### config.mk
export PLATFORM = sky130hd
export DESIGN_NAME = sar_adc_ctrl
export DESIGN_NICKNAME = d
export VERILOG_FILES = /design/src/rtl/sar_pkg.sv /design/src/rtl/sar_sync.sv /design/src/rtl/sar_adc_ctrl.sv
export SDC_FILE = /design/constraint.sdc
export NUM_CORES = 1
export LEC_CHECK = 0
export ABC_AREA = 1
export ABC_CLOCK_PERIOD_IN_PS = 2900
export BUFFER_PORTS_ARGS = -buffer_cell sky130_fd_sc_hd__buf_4
export CORE_UTILIZATION = 60
export CTS_CLUSTER_SIZE = 24
export DETAILED_ROUTE_END_ITERATION = 6
export PLACE_DENSITY = 0.91
export SETUP_SLACK_MARGIN = 0.15
export SYNTH_ARGS = -nofsm -noshare
export SYNTH_HDL_FRONTEND = slang
export SYNTH_SLANG_ARGS = --single-unit
### constraint.sdc
create_clock -name clk -period 2.9 [get_ports clk]
set_input_delay 0.58 -clock clk [delete_from_list [all_inputs] [get_ports clk]]
set_output_delay 0.58 -clock clk [all_outputs]
set_load 0.02 [all_outputs]
### src/rtl/sar_pkg.sv
// Shared types and sizing helpers for the SAR ADC controller.
// The bench also uses the latency helper.
package sar_pkg;

    typedef enum logic [1:0] {
        IDLE,
        SAMPLE,
        TRIAL,
        DONE
    } sar_state_e;

    // Clocks spent on each trial bit: DAC/comparator settling plus synchronizer delay.
    function automatic int trial_window(int settle, int sync);
        return settle + sync;
    endfunction

    function automatic int cnt_width(int settle, int sync);
        int m;
        m = (settle > settle + sync) ? settle : settle + sync;
        return (m > 1) ? $clog2(m) : 1;
    endfunction

    function automatic int idx_width(int width);
        return (width > 1) ? $clog2(width) : 1;
    endfunction

    // Number of edges from the edge that accepts start to the start of the done cycle.
    function automatic int latency(int width, int settle, int sync);
        return 1 + settle + width * (settle + sync);
    endfunction

endpackage

### src/rtl/sar_sync.sv
// Multi-flop synchronizer for asynchronous single-bit inputs such as
// the latched comparator output.
module sar_sync #(
    parameter int STAGES = 2
) (
    input  logic clk,
    input  logic rst_n,
    input  logic d,
    output logic q
);

    logic [STAGES-1:0] chain;

    always_ff @(posedge clk or negedge rst_n) begin
        if (!rst_n) chain <= '0;
        else        chain <= {chain[STAGES-2:0], d};
    end

    assign q = chain[STAGES-1];

endmodule

### src/rtl/sar_adc_ctrl.sv
// Successive-approximation controller: samples, then runs an MSB-first
// binary search against the synchronized comparator, one bit per trial window.
module sar_adc_ctrl
    import sar_pkg::*;
#(
    parameter int WIDTH         = 8,
    parameter int SETTLE_CYCLES = 4,
    parameter int SYNC_STAGES   = 2
) (
    input  logic             clk,
    input  logic             rst_n,
    input  logic             start,
    input  logic             cmp_in,
    output logic             sample,
    output logic [WIDTH-1:0] dac_code,
    output logic             busy,
    output logic             done,
    output logic [WIDTH-1:0] result,
    output logic             valid
);

    localparam int W     = trial_window(SETTLE_CYCLES, SYNC_STAGES);
    localparam int CNT_W = cnt_width(SETTLE_CYCLES, SYNC_STAGES);
    localparam int IDX_W = idx_width(WIDTH);

    sar_state_e       state, state_next;
    logic [CNT_W-1:0] cnt;
    logic [IDX_W-1:0] idx;
    logic             cmp_sync;

    sar_sync #(.STAGES(SYNC_STAGES)) u_sync (
        .clk   (clk),
        .rst_n (rst_n),
        .d     (cmp_in),
        .q     (cmp_sync)
    );

    always_ff @(posedge clk or negedge rst_n) begin
        if (!rst_n) state <= IDLE;
        else        state <= state_next;
    end

    always_comb begin
        state_next = state;
        case (state)
            IDLE:    if (start) state_next = SAMPLE;
            SAMPLE:  if (cnt == '0) state_next = TRIAL;
            TRIAL:   if (cnt == '0 && idx == '0) state_next = DONE;
            DONE:    state_next = IDLE;
            default: state_next = IDLE;
        endcase
    end

    assign sample = (state == SAMPLE);

    // Datapath. The comparator is only consulted when the trial counter expires.
    always_ff @(posedge clk or negedge rst_n) begin
        if (!rst_n) begin
            cnt      <= '0;
            idx      <= '0;
            dac_code <= '0;
            busy     <= 1'b0;
            done     <= 1'b0;
            result   <= '0;
            valid    <= 1'b0;
        end else begin
            done <= 1'b0;
            case (state)
                IDLE: begin
                    if (start) begin
                        cnt      <= CNT_W'(SETTLE_CYCLES - 1);
                        dac_code <= '0;
                        busy     <= 1'b1;
                        valid    <= 1'b0;
                    end
                end
                SAMPLE: begin
                    if (cnt == '0) begin
                        cnt                 <= CNT_W'(W - 1);
                        idx                 <= IDX_W'(WIDTH - 1);
                        dac_code[WIDTH-1]   <= 1'b1;
                    end else begin
                        cnt <= cnt - 1'b1;
                    end
                end
                TRIAL: begin
                    if (cnt == '0) begin
                        dac_code[idx] <= cmp_sync;
                        if (idx != '0) begin
                            dac_code[idx - 1'b1] <= 1'b1;
                            idx                  <= idx - 1'b1;
                            cnt                  <= CNT_W'(W - 1);
                        end
                    end else begin
                        cnt <= cnt - 1'b1;
                    end
                end
                DONE: begin
                    result   <= dac_code;
                    done     <= 1'b1;
                    valid    <= 1'b1;
                    busy     <= 1'b0;
                    dac_code <= '0;
                end
                default: ;
            endcase
        end
    end

endmodule

# Word level (Yosys, flattened, before mapping)

Index checks and enable logic that the tools add are counted.

Logic and storage cells: 72
Latch bits: 0
Output and inout bits: 20
Input bits: 4
Memories kept: 0
Bits in read-only memories: 0
Bits in registers: 29
Bits in writable memories: 0

Divide/modulo/power cells: 0
$lt $le $gt $ge: 4
Bitwise operators: 1
Muxes and demuxes: 29
Eq/ne operators: 9
Reductions and logical operators: 17
$add $sub $neg: 2
Multiply operators: 0
Shifts and indexed selects: 0

Operators by type and width:

| kind                  | number |
|---|---|
| $mux W8               | 3 |
| $mux W3               | 7 |
| $pmux W7 S3           | 1 |
| $reduce_and A3 Y1     | 4 |
| $pmux W3 S3           | 1 |
| $reduce_bool A3 Y1    | 3 |
| $bwmux W8             | 1 |
| $lt A3 B4 Y1 const B  | 2 |
| $ne A2 B2 Y1 const B  | 4 |
| $or A8 B8 Y8          | 1 |
| $pmux W2 S4           | 1 |
| $demux W1 S3          | 2 |
| $ge A3 B1 Y1 const B  | 2 |
| $logic_not A3 Y1      | 2 |
| $mux W1               | 6 |
| $mux W2               | 3 |
| $pmux W3 S2           | 1 |
| $sub A3 B1 Y3 const B | 2 |
| $eq A2 B2 Y1 const B  | 2 |
| $pmux W1 S2           | 2 |
| $pmux W1 S4           | 1 |
| $reduce_and A4 Y1     | 1 |
| $reduce_bool A2 Y1    | 2 |
| $logic_and A1 B1 Y1   | 3 |
| other kinds (5)       | 5 |

# Logic depth before layout (Yosys ltp)

Word-level depth: 9
Gate-level depth with buffers: 11
Gate-level depth less buffers: 10

# Cells and area by module

A second synthesis with hierarchy kept.

Cells, all modules: 205
Area total of the unflattened synthesis: 1,554.0 sq um

By module, submodules not included:

| module       | seq. area each (sq um) | area each (sq um) | instances | cells each |
|---|---|---|---|---|
| sar_adc_ctrl | 675.6                  | 1,503.9           | 1         | 203 |
| sar_sync     | 50.0                   | 50.0              | 1         | 2 |

# Least setup slack after synthesis

OpenSTA, ideal clock, no wires.

Path kind: register -> register
From: reg idx[0]
To: reg state[0]
Buffers on the path: 1
Setup time: 0.122 ns
Data required time: 2.778 ns
Period minus slack after synthesis: 1.407 ns
Slack: 1.493 ns
Data arrival time: 1.285 ns
Cell stages (with the launch flop): 9
Cell sequence: dfrtp_1 > buf_4 > inv_2 > ha_1 > inv_1 > o21ai_0 > nand2_1 > nand2_1 > nand2_1

Longest elaborated chain between the ends: 4

Ends and longest elaborated chain:

| element                     | line               | source |
|---|---|---|
| start: declaration          | sar_adc_ctrl.sv:28 | `logic [IDX_W-1:0] idx;` |
| start signal: assignment    | sar_adc_ctrl.sv:80 | `idx <= IDX_W'(WIDTH - 1);` |
| start signal: assignment    | sar_adc_ctrl.sv:91 | `idx <= idx - 1'b1;` |
| $logic_not A3 Y1            | sar_adc_ctrl.sv:48 | `TRIAL: if (cnt == '0 && idx == '0) state_next = DONE;` |
| $logic_and A1 B1 Y1         | sar_adc_ctrl.sv:48 |  |
| $ne A2 B2 Y1 (no line)      | n/a                |  |
| $reduce_and A3 Y1 (no line) | n/a                |  |
| end signal: assignment      | sar_adc_ctrl.sv:40 | `else state <= state_next;` |
| end: declaration            | sar_adc_ctrl.sv:26 | `sar_state_e state, state_next;` |

Every way passes these cells.
A chain may end at the register's enable or synchronous reset.

# Final worst setup path

From: reg state[1]
To: out sample

Longest elaborated chain between the ends: 1

Ends and longest elaborated chain:

| element          | line               | source |
|---|---|---|
| $eq A2 B1 Y1     | sar_adc_ctrl.sv:54 | `assign sample = (state == SAMPLE);` |
| end: declaration | sar_adc_ctrl.sv:14 | `output logic sample,` |

Every way passes these cells.

==> reports/qor.txt <==
Final WS setup - 1160 ps
via count - 1,432
XOR/XNOR Fraction of Synth Area - 0
Slew HR - 0.683
FF-to-FF End - dac_code[3]
root buf cell - clkbuf_4
Worst Reg-to-Reg Cells - 9
Final Cycle Share - 0.601
Num CTS Buffers - 5
crit path from - state[1]
Netlist cell types - 24
Placed Area - 1800 um2
Final Wtd Congestion - 0.955
NumNets Final - 251
Compound-Gate Fraction of Synth Area - 0.0900
mux share of post-synthesis cell area - 0
n_diodes - 0
WP data required - 2320 ps
switching pwr - 0.951 mW
dominant synthesized flop cell - dfrtp_1
Leakage - 1.06 nW
Post-synth EDFFs - 0
Flop pwr share - 0.314
clock latency at the later pin of the worst-skew pair - 340 ps
FF+latch count, synth - 29
Chip Height - 53.8 um
initial DRC count - 46
Core ar. - 2500 um2
Die ar. - 2900 um2
Clock power frac - 0.172
Slew Viols, Final - 0
worst reg2reg path startpoint - idx[0]
area leader, netlist - dfrtp_1
Design Area, Final - 1890 um2
switching power share of the total - 0.467
CTS tree - built
Synth Instances - 214
vias per cell - 5.26
Crit Path Category - reg2out
setup bufs post-CTS - 0
max_cap viols - 0
Hold WC Path Type - in2async
Post-Route Skew - 7.21 ps
Power Density - 1080 nW/um2
Least-Margin Pin Slew - 475 ps
Async S/R FF share, synth - 1.00
Detail Route Antenna Nets - 0
initial antenna violation count - 0
first-pass GRT wire length - 5.36 mm
CTS Hold Bufs - 0
type of origin of the critical path - flip-flop
crit path capture - sample
largest cells by area after synthesis - dfrtp_1 45%, nand2_1 22%, ha_1 4.7%
port buffer count - 23
Fin. Hold Viols - 0
starting density of the core - 0.645
vias in the first global route - 1,329
htree depth - 2
share of cells above drive strength 1 - 0.190
# resized after CTS - 0
Int Pwr - 1.08 mW
IO Count - 24
WL per Instance - 12.0 um
Pre-antenna DRT Iters - 4
Crit Path Max Fanout - 4
Place WS - 1300 ps
Final HPWL DP - 2.33 mm
Fin Setup TNS - 0 ps
maximum vdd ir drop - 0.859 mV
clock-pin transition on the worst setup and hold timing paths - 90 ps
largest net degree at the start of global routing - 30
status - complete, no violations
combinational share of power - 0.514
Synth Warn # - 0
R2R setup slack - 1260 ps
fmax - 574 MHz
Synth top area share - 0.450
crit end category - output port
most used standard cell by instance count after synthesis - nand2_1
WL final - 3.25 mm
clk sinks - 29
main combinational cell family by area after synthesis - simple AND/OR/NAND/NOR gates
final setup vio count - 0
fillcell total - 198
post-synthesis area per instance - 7.54 um2
Area Growth Syn to Fin - 16.9%
Critical Path AT - 1160 ps
simple-gate share of the synthesized area - 0.341
Die X - 53.8 um
Synth top cells by count - 94 x nand2_1, 29 x dfrtp_1, 19 x inv_1
Seq/Total Area, Yosys - 0.450
DRC viols - 0
Syn Nets - 224
minimum clock period - 1740 ps
adder-cell share of the synthesized area - 0.0465
grt ovf - 0
Total GRT Usage - 0.269
RSZ-0062 raised after global routing - no
Clock Path Buffers - 2
Rows - 18
Post-Syn Area - 1610 um2
[sequential cells by signal, indices dropped and copies added (netlist names)]
signal and count:
state 2, valid 1, cnt 3, u_sync.chain 2, idx 3, busy 1
result 8, dac_code 8, done 1
[cells in the final DEF, fill, tap and decap left out]
cell type  count
a21oi_1        1
a22oi_1        1
buf_4         23
bufinv_16      1
clkbuf_1       1
clkbuf_4       5
clkbuf_8       1
dfrtp_1       29
ha_1           6
inv_1         19
inv_2          6
nand2_1       94
nand2_2        4
nand3_1        8
nand3_2        1
nand4_1        4
nor2_1        13
nor2_2         2
nor2_8         1
nor3_4         1
o2111ai_1      1
o211ai_1       1
o21ai_0       14
o21ai_1        1
o21bai_1       3
o21bai_4       1
[through the flow]
stage / power [mW] / cells / hold WS, ps / utilization
final: 2.03 / 272 / 142 / 0.754
after global routing: 2.22 / 272 / 156 / 0.754
after CTS: 2.04 / 272 / 147 / 0.754
after detailed placement: 1.68 / 264 / 353 / 0.720
after global placement: 1.65 / 264 / 333 / 0.720
after floorplan: 1.42 / 214 / 284 / -
[cells by family (layout without fill, tap and decap cells)]
group | after synthesis | after routing
compound gates | 23 | 23
fa+ha+maj | 6 | 6
flops | 29 | 29
simple gates | 128 | 128
buf+inv | 28 | 56
[per-layer routing]
metal / vias to the layer above / routed length [um] / GRT usage
met2: 40 / 1590 / 0.440
met3: 4 / 166 / 0.0932
met5: - / 0 / 0
met4: 0 / 38 / 0.136
met1: 668 / 1460 / 0.309
li1: 720 / - / -
[power groups by stage]
stage | clock [mW] | combinational (mW) | sequential [mW]
3_5_place_dp | 0 | 1.03 | 0.644
3_3_place_gp | 0 | 1.01 | 0.644
4_1_cts | 0.357 | 1.04 | 0.638
5_1_grt | 0.377 | 1.18 | 0.658
6_report | 0.351 | 1.05 | 0.639
2_1_floorplan | 0 | 0.758 | 0.664
[worst max-delay path, stage by stage (launching register included)]
cell,delay (ps)
dfrtp_1,400
inv_1,70
ha_1,200
buf_4,160
[how the worst min path moves through the flow]
stage                            to  cells past startpoint  slack [ps]
floorplan                      busy                      0         280
global placement    u_sync.chain[1]                      0         330
detailed placement  u_sync.chain[1]                      0         350
CTS                       result[0]                      1         150
global route            dac_code[0]                      1         160
finish                  dac_code[0]                      1         140
[area by class of cell]
type	instances	area (um2)	share of cell area
clock buffers	7	55.1	0.0292
inverters	25	93.8	0.0498
multi-input cells	157	771	0.409
flip-flops and latches	29	726	0.385
well taps	30	37.5	0.0199
repair buffers	23	173	0.0916
clock inverters	1	30.0	0.0159
Power figures use the tool's default switching activity.
